## config.mk

```make
export PLATFORM = sky130hd
export DESIGN_NAME = cmt_input_buffer
export DESIGN_NICKNAME = d
export VERILOG_FILES = /design/src/rtl/cmt_pkg.sv /design/src/rtl/cmt_fifo_mem.sv /design/src/rtl/cmt_input_buffer.sv
export SDC_FILE = /design/constraint.sdc
export NUM_CORES = 1
export LEC_CHECK = 0
export CAP_MARGIN = 0
export CORE_MARGIN = 10
export CORE_UTILIZATION = 55
export CTS_CLUSTER_SIZE = 40
export DETAILED_ROUTE_END_ITERATION = 10
export PLACE_DENSITY = 0.74
export SLEW_MARGIN = 20
export SYNTH_ARGS = -nofsm -noshare
export SYNTH_HDL_FRONTEND = slang
export SYNTH_HIERARCHICAL = 1
export SYNTH_SLANG_ARGS = --single-unit
export TNS_END_PERCENT = 30
```

## constraint.sdc

```tcl
create_clock -name clk -period 5.1 [get_ports clk]
set_clock_uncertainty 0.2 [all_clocks]
set_input_delay 0.765 -clock clk [delete_from_list [all_inputs] [get_ports clk]]
set_output_delay 0.765 -clock clk [all_outputs]
set_load 0.05 [all_outputs]
```

## src/rtl/cmt_pkg.sv

```systemverilog
// Shared types and helpers for the cmt input path (buffer and shim).
package cmt_pkg;

    typedef enum logic {STREAM, DONE} cmt_buf_state_t;

    function automatic int cmt_frame_words(int n);
        return n * n + n * n * n;
    endfunction

endpackage

```

## src/rtl/cmt_fifo_mem.sv

```systemverilog
// Storage array for the input buffer: one synchronous write port, one async read port.
module cmt_fifo_mem #(
    parameter int width = 32,
    parameter int DEPTH = 16,
    parameter int AW    = $clog2(DEPTH)
) (
    input  logic             clk,
    input  logic             we,
    input  logic [AW-1:0]    waddr,
    input  logic [width-1:0] wdata,
    input  logic [AW-1:0]    raddr,
    output logic [width-1:0] rdata
);

    // Array is deliberately left unreset; occupancy tracking lives in the top.
    logic [width-1:0] mem [DEPTH];

    always_ff @(posedge clk) begin
        if (we) mem[waddr] <= wdata;
    end

    assign rdata = mem[raddr];

endmodule

```

## src/rtl/cmt_input_buffer.sv

```systemverilog
// Elastic DMA-to-shim buffer with per-frame metering.
// Optional occupancy output enabled by defining CMT_IN_BUF_LEVEL_EN.
module cmt_input_buffer
    import cmt_pkg::*;
#(
    parameter int width = 32,
    parameter int N     = 4,
    parameter int DEPTH = 16
) (
    input  logic                     clk,
    input  logic                     rst_n,
    input  logic [width-1:0]         wr_data,
    input  logic                     wr_vld,
    output logic                     wr_rdy,
    input  logic                     stall,
    input  logic                     frame_clr,
    output logic [width-1:0]         rd_data,
    output logic                     rd_vld,
    output logic                     frame_done,
    output logic [$clog2(DEPTH):0]   level
);

    localparam int FRAME_WORDS = cmt_frame_words(N);
    localparam int AW          = $clog2(DEPTH);
    localparam int CW          = AW + 1;
    localparam int FW          = $clog2(FRAME_WORDS) + 1;

    logic [AW-1:0]    wr_ptr, rd_ptr;
    logic [CW-1:0]    count;
    logic [FW-1:0]    f_cnt;
    logic             rdy_q;
    logic             push, pop, empty, full;
    logic [width-1:0] mem_rdata;
    cmt_buf_state_t   state, state_nxt;

    assign full   = (count == CW'(DEPTH));
    assign empty  = (count == '0);
    // Full is judged on the registered count only, so a same-cycle pop never reopens wr_rdy.
    assign wr_rdy = rdy_q && !full;
    assign push   = wr_vld && wr_rdy;

    always_comb begin
        pop       = 1'b0;
        state_nxt = state;
        case (state)
            STREAM: begin
                pop = !empty && !stall;
                if (!frame_clr && pop && f_cnt == FW'(FRAME_WORDS - 1)) state_nxt = DONE;
            end
            DONE: begin
                if (frame_clr) state_nxt = STREAM;
            end
            default: state_nxt = STREAM;
        endcase
    end

    always_ff @(posedge clk or negedge rst_n) begin
        if (!rst_n) begin
            state <= STREAM;
        end else begin
            state <= state_nxt;
        end
    end

    always_ff @(posedge clk or negedge rst_n) begin
        if (!rst_n) begin
            rdy_q  <= 1'b0;
            wr_ptr <= '0;
            rd_ptr <= '0;
            count  <= '0;
        end else begin
            rdy_q <= 1'b1;
            if (push) wr_ptr <= wr_ptr + AW'(1);
            if (pop)  rd_ptr <= rd_ptr + AW'(1);
            case ({push, pop})
                2'b10:   count <= count + CW'(1);
                2'b01:   count <= count - CW'(1);
                default: count <= count;
            endcase
        end
    end

    // A clear wins over a same-cycle pop: the word goes out but starts no new frame count.
    always_ff @(posedge clk or negedge rst_n) begin
        if (!rst_n) begin
            f_cnt      <= '0;
            frame_done <= 1'b0;
        end else begin
            if (frame_clr) f_cnt <= '0;
            else if (pop)  f_cnt <= f_cnt + FW'(1);
            frame_done <= (state_nxt == DONE);
        end
    end

    always_ff @(posedge clk or negedge rst_n) begin
        if (!rst_n) begin
            rd_data <= '0;
            rd_vld  <= 1'b0;
        end else begin
            rd_vld <= pop;
            if (pop) rd_data <= mem_rdata;
        end
    end

    cmt_fifo_mem #(
        .width (width),
        .DEPTH (DEPTH),
        .AW    (AW)
    ) u_mem (
        .clk   (clk),
        .we    (push),
        .waddr (wr_ptr),
        .wdata (wr_data),
        .raddr (rd_ptr),
        .rdata (mem_rdata)
    );

`ifdef CMT_IN_BUF_LEVEL_EN
    assign level = count;
`else
    assign level = '0;
`endif

endmodule

```

==> impl_metrics.toml, run 1 <==
[run_status]
status = "finished clean"

[routing]
drt_iter0_markers = 1080
drc_errors = 0
antenna_left = 0
wl_um = 44100
dr_total_vias = 10500
viasPerCell = 6.07
wire_per_inst_um = 25.6
firstDrtPassIters = 5

[grt]
globalRouteMet1Util_pct = 25.5
grt_max_degree = 115
track_usage_pct = 19.0
grt_pass1_wl_um = 68200
use_met2_pct = 31.3
antenna_found_initial = 1
busiest_layer = "met2"
grtUsageMet3_pct = 3.73
overflow = 0
grt_pass1_vias = 11100

[layout]
postLayoutCoreUtil_pct = 64.4
antenna_cells = 0
fillers = 2539
fin_cells = 1726
areaGrowthSynthToFinish_pct = 15.1
drive_gt1_share_pct = 22.1
area.sequential_mm2 = 0.0168
finalNetCount = 1208
multiInputGateArea_mm2 = 0.00472

[worst_setup_path]
start_kind = "register"
arrival_ns = 2.71
crit_path_end_kind = "output pin"
cp.required_ns = 4.14
cp_max_fo = 9
crit_type = "reg2out"

[clocking]
post-cts-setup-buffers = 0
cts_sinks = 568
clock_path_buffers = 3
cts.clk_slew.worst_paths_ns = 0.06
cts.repair.resized = 0
cts-htree-levels = 2
cts_made_buffers = 55
postCtsHoldBufs = 0
cts_tree = "built"
clk_latency_ns = 0.59
cts_root_buf = "clkbuf_16"

[die]
die_width_um = 219
io-pin-count = 77
dieArea_mm2 = 0.0478
coreArea_mm2 = 0.0388
initial_core_util_pct = 55.9
rows = 72
chipHeight_um = 219

[synthesis]
yosys_warnings = 6
async_reset_ff_share_pct = 9.86
synthFlopType = "edfxtp_1"
avgSynthCellArea_um2 = 20.4
synth.cell_area_mm2 = 0.0217
synth_edf_count = 512
ys_seq_area_share_pct = 77.3
synthCells = 1063
synth_cell_types = 44
synth_seq_cells = 568

[timing]
period_share_pct = 72.1
worstMarginPinSlew_ns = 1.15
finalMaxSlewViolations = 0
rsz0062_at_grt = "no"
clock.fmax_mhz = 272
period_needed_ns = 3.68
hold_violations = 0
fin_ws_ns = 1.42
maxSlewHeadroom_pct = 23.1
setup_violations = 0
tns_ns = 0

[power_and_ir_drop]
power.density_mw_per_mm2 = 544
vdd.ir_drop.worst_mv = 0.409
total_power_w = 0.0136
p_leak_nw = 8.28

[place]
hpwl_um = 24400
post-place-cells = 1621
gp_congestion = 0.748
dp_worst_setup_slack_ns = 1.29
io_buffers = 71

[hold_path]
hp-class = "in2async"

[run]
max-cap-violations = 0
-- synth_stat cells, drive strengths merged, types with 2 or more instances --
cell      n  area (µm²)
edfxtp  512       15400
nand2   141         529
mux4    128        2880
a22oi    64         480
dfrtp    56        1400
buf      40         259
nor2     22        82.6
clkbuf   19        71.3
xnor2     9        78.8
ha        7        87.6
xor2      7        61.3
inv       6        22.5
o21ai     6        41.3
nor3      5        25.0
o211ai    5        37.5
a21oi     4        20.0
and3      3        18.8
nand4     3        18.8
conb      2        7.51
mux2      2        26.3
nand2b    2        12.5
nand3b    2        15.0
nor2b     2        12.5
or4       2        15.0
-- per-stage QoR --
step / cell area (µm²) / hold WS, ns
final: 25000 / 0.103
after global routing: 25000 / 0.131
after CTS: 24900 / 0.0850
after detailed placement: 23100 / 0.262
after global placement: 23100 / 0.257
after floorplan: 21700 / 0.269
-- sequential cells by signal, summed over array words and instances (netlist names) --
signal,cells
u_mem/mem,512
rd_data,32
f_cnt,8
count,5
rd_ptr,4
wr_ptr,4
frame_done,1
rd_vld,1
rdy_q,1
-- layout by cell type, fill, tap and decap left out, drive strengths merged, types with 2 or more instances in the layout --
cell           instances
a22oi                 64
mux4                 128
o211ai                 5
clkbuf                80
clkdlybuf4s50         70
nand3b                 2
nor2b                  2
clkinv                17
nand2b                 2
edfxtp               512
buf                   28
inv                    7
nor2                  22
o21ai                  6
nand2                141
xor2                   7
and3                   3
nand4                  3
nor3                   5
mux2                   2
or4                    2
xnor2                  9
a21oi                  4
conb                   6
ha                     7
bufinv                 4
dfrtp                 56
-- where the power goes --
part,switching (W),internal [W]
Sequential,0.000338,0.00549
Combinational,0.00213,0.00161
Clock,0.00165,0.00236
Total,0.00412,0.00946
-- worst max-delay path, cell delays in order, from the launching register on --
cell and delay, ns:
dfrtp_1 0.43, or4_1 0.73, o21a_1 0.26, clkdlybuf4s50_1 0.70
-- path summary, 6_finish.rpt --
kind                            startpoint         end  slack, ns  cells after the start
worst max-delay path              count[1]      wr_rdy       1.42                      3
min in group clk                rd_data[2]  rd_data[2]       0.27                      2
worst min-delay path                 rst_n    f_cnt[2]       0.10                      1
max in group asynchronous            rst_n   rd_ptr[0]       3.62                      2
worst max register to register    count[1]    count[4]       1.48                      9
worst min register to register  rd_data[2]  rd_data[2]       0.27                      2
-- cells by family after synthesis --
kind of cell / synth area share [%]
other cells: 0.0346
compound gates: 2.82
simple gates: 3.67
fa+ha+maj: 0.496
flops: 77.3
buf+inv: 1.63
xor+xnor: 0.646
mux: 13.4
-- metal layers --
metal | part of all wire (%) | vias up
li1 | - | 4492
met1 | 41 | 5565
met2 | 51 | 358
met3 | 6.4 | 66
met4 | 2.0 | 2
met5 | 0.029 | -
-- final cells by class --
cell class,instances,share of cell area (%)
Timing Repair Buffer,98,4.04
Clock buffer,80,6.37
Clock inverter,22,0.836
Multi-Input combinational cell,434,18.9
Inverter,6,0.0901
Tap cell,518,2.59
Sequential cell,568,67.2
(Power assumes the default switching activity.)
==> run 2: changes to the inputs <==
--- a/config.mk
+++ b/config.mk
@@ -10,7 +10,7 @@
 export CORE_UTILIZATION = 55
 export CTS_CLUSTER_SIZE = 40
 export DETAILED_ROUTE_END_ITERATION = 10
-export PLACE_DENSITY = 0.74
+export PLACE_DENSITY = 0.77
 export SLEW_MARGIN = 20
 export SYNTH_ARGS = -nofsm -noshare
 export SYNTH_HDL_FRONTEND = slang
==> constraint.sdc (replaced) <==
create_clock -name clk -period 3.35 [get_ports clk]
set_clock_uncertainty 0.2 [all_clocks]
set_input_delay 0.5025 -clock clk [delete_from_list [all_inputs] [get_ports clk]]
set_output_delay 0.5025 -clock clk [all_outputs]
set_load 0.05 [all_outputs]
==> impl_metrics.toml, run 2 (same netlist as run 1, synthesis figures left out) <==
[worst_setup_path]
start_kind = "register"
r2r_setup_slack_ns = 0.22
cp_max_fo = 9
reg2reg_depth = 8
cp.required_ns = 3.60
crit_type = "reg2reg"
crit_path_end_kind = "register"
crit_family = "compound AO/OA/AOI/OAI gates"
worstReg2RegStart = "count[1]"
rr_endpoint = "count[4]"
cp.buffers_inverters = 0
crit_cells = 8
slowest_delay_ns = 0.63
arrival_ns = 3.38
cp_slowest_cell = "or4_4"
cp_common_cell = "ha_1"
crit_path_cell_trace = "or4_4 -> o21a_2 -> nand2_1 -> ha_1 -> ha_1 -> a21oi_1 -> o21ai_0 -> o311ai_0"

[routing]
wl_um = 46800
drt_iter0_markers = 1229
firstDrtPassIters = 5
dr_total_vias = 10800
wire_per_inst_um = 26.9
viasPerCell = 6.18
drc_errors = 0
antenna_left = 0

[layout]
fillers = 2495
drive_gt1_share_pct = 23.6
layout_common_cells = "512 x edfxtp_1, 141 x nand2_1, 128 x mux4_2"
final_common_cell = "edfxtp_1"
finalNetCount = 1223
final_area_mm2 = 0.0252
reg_top3 = "u_mem/mem: 512 flops, rd_data: 32 flops, f_cnt: 8 flops"
largest_reg_flops = 512
regMostFlops = "u_mem/mem"
areaGrowthSynthToFinish_pct = 16.2

[place]
io_buffers = 71
place_area_mm2 = 0.0234
dp_worst_setup_slack_ns = 0.120
gp_congestion = 0.791
hpwl_um = 26600

[grt]
track_usage_pct = 19.8
antenna_found_initial = 0
grt_pass1_wl_um = 70800
overflow = 0
grt_max_degree = 83
grt_pass1_vias = 11100

[clocking]
cts_made_buffers = 53
clock_path_buffers = 3
clk_latency_ns = 0.57
cts.clk_slew.worst_paths_ns = 0.06
post-cts-setup-buffers = 0
cts_tree = "built"
cts_sinks = 568
cts_root_buf = "clkbuf_16"
cts-htree-levels = 2

[hold_path]
hp-class = "in2async"

[timing]
finalMaxSlewViolations = 0
rsz0062_at_grt = "no"
tns_ns = 0
setup_violations = 0
worstMarginPinSlew_ns = 1.09
period_share_pct = 93.3
clock.fmax_mhz = 320
period_needed_ns = 3.13
hold_violations = 0
fin_ws_ns = 0.223
maxSlewHeadroom_pct = 27.0

[die]
coreArea_mm2 = 0.0388
io-pin-count = 77
dieArea_mm2 = 0.0478
chipHeight_um = 219
initial_core_util_pct = 55.9
die_width_um = 219
rows = 72

[power_and_ir_drop]
vdd.ir_drop.worst_mv = 0.439
p_leak_nw = 8.39
power.density_mw_per_mm2 = 835

[run_status]
status = "finished clean"

[run]
max-cap-violations = 0
run 2: repair_timing:
action / in CTS / in global routing
hold buffers: 1 / 0
endpoints found under the hold margin: 19 / 0
resized for setup: 1 / 1
setup endpoints to repair: 1 / 1
run 2: worst max-delay path by stage:
stage,start,end,slack [ns]
floorplan,count[0],u_mem/mem[13][0],-0.08
CTS,count[1],count[4],0.07
global placement,count[1],count[4],0.24
global route,count[1],count[4],0.02
detailed placement,count[0],count[4],0.12
finish,count[1],count[4],0.22
run 2: final cells by class:
| type | count | area (µm²) | area share [%] |
|---|---|---|---|
| flip-flops and latches | 568 | 16800 | 66.5 |
| multi-input cells | 434 | 4750 | 18.8 |
| clock buffers | 69 | 1460 | 5.78 |
| repair buffers | 115 | 1240 | 4.94 |
| well taps | 518 | 648 | 2.57 |
| clock inverters | 30 | 314 | 1.24 |
| inverters | 6 | 22.5 | 0.0893 |
| diodes | 1 | 2.50 | 0.00992 |
run 2: where the power goes:
part | internal [W] | leakage, nW | switching (W) | total, W
sequential | 0.00836 | 5.31 | 0.000401 | 0.00876
combinational | 0.00260 | 2.20 | 0.00366 | 0.00627
clock | 0.00354 | 0.880 | 0.00250 | 0.00604
run 2: metrics by stage:
| step | power (W) | hold WS, ns | cells | util [%] |
|---|---|---|---|---|
| CTS | 0.0212 | 0.235 | 1739 | 64.9 |
| global placement | 0.0150 | 0.257 | 1639 | 60.3 |
| detailed placement | 0.0151 | 0.262 | 1639 | 60.3 |
| floorplan | 0.0130 | 0.00691 | 1067 | - |
| finish | 0.0211 | 0.238 | 1741 | 65.0 |
| global route | 0.0219 | 0.279 | 1740 | 65.0 |
run 2: layer usage:
metal  vias to the layer above  GRT usage, %  part of all wire, %
met5                         -             0                    0
met2                       464          32.0                   50
met3                        53          3.27                  7.8
li1                       4523             -                    -
met1                      5721          28.2                   41
met4                         0          4.33                  1.3
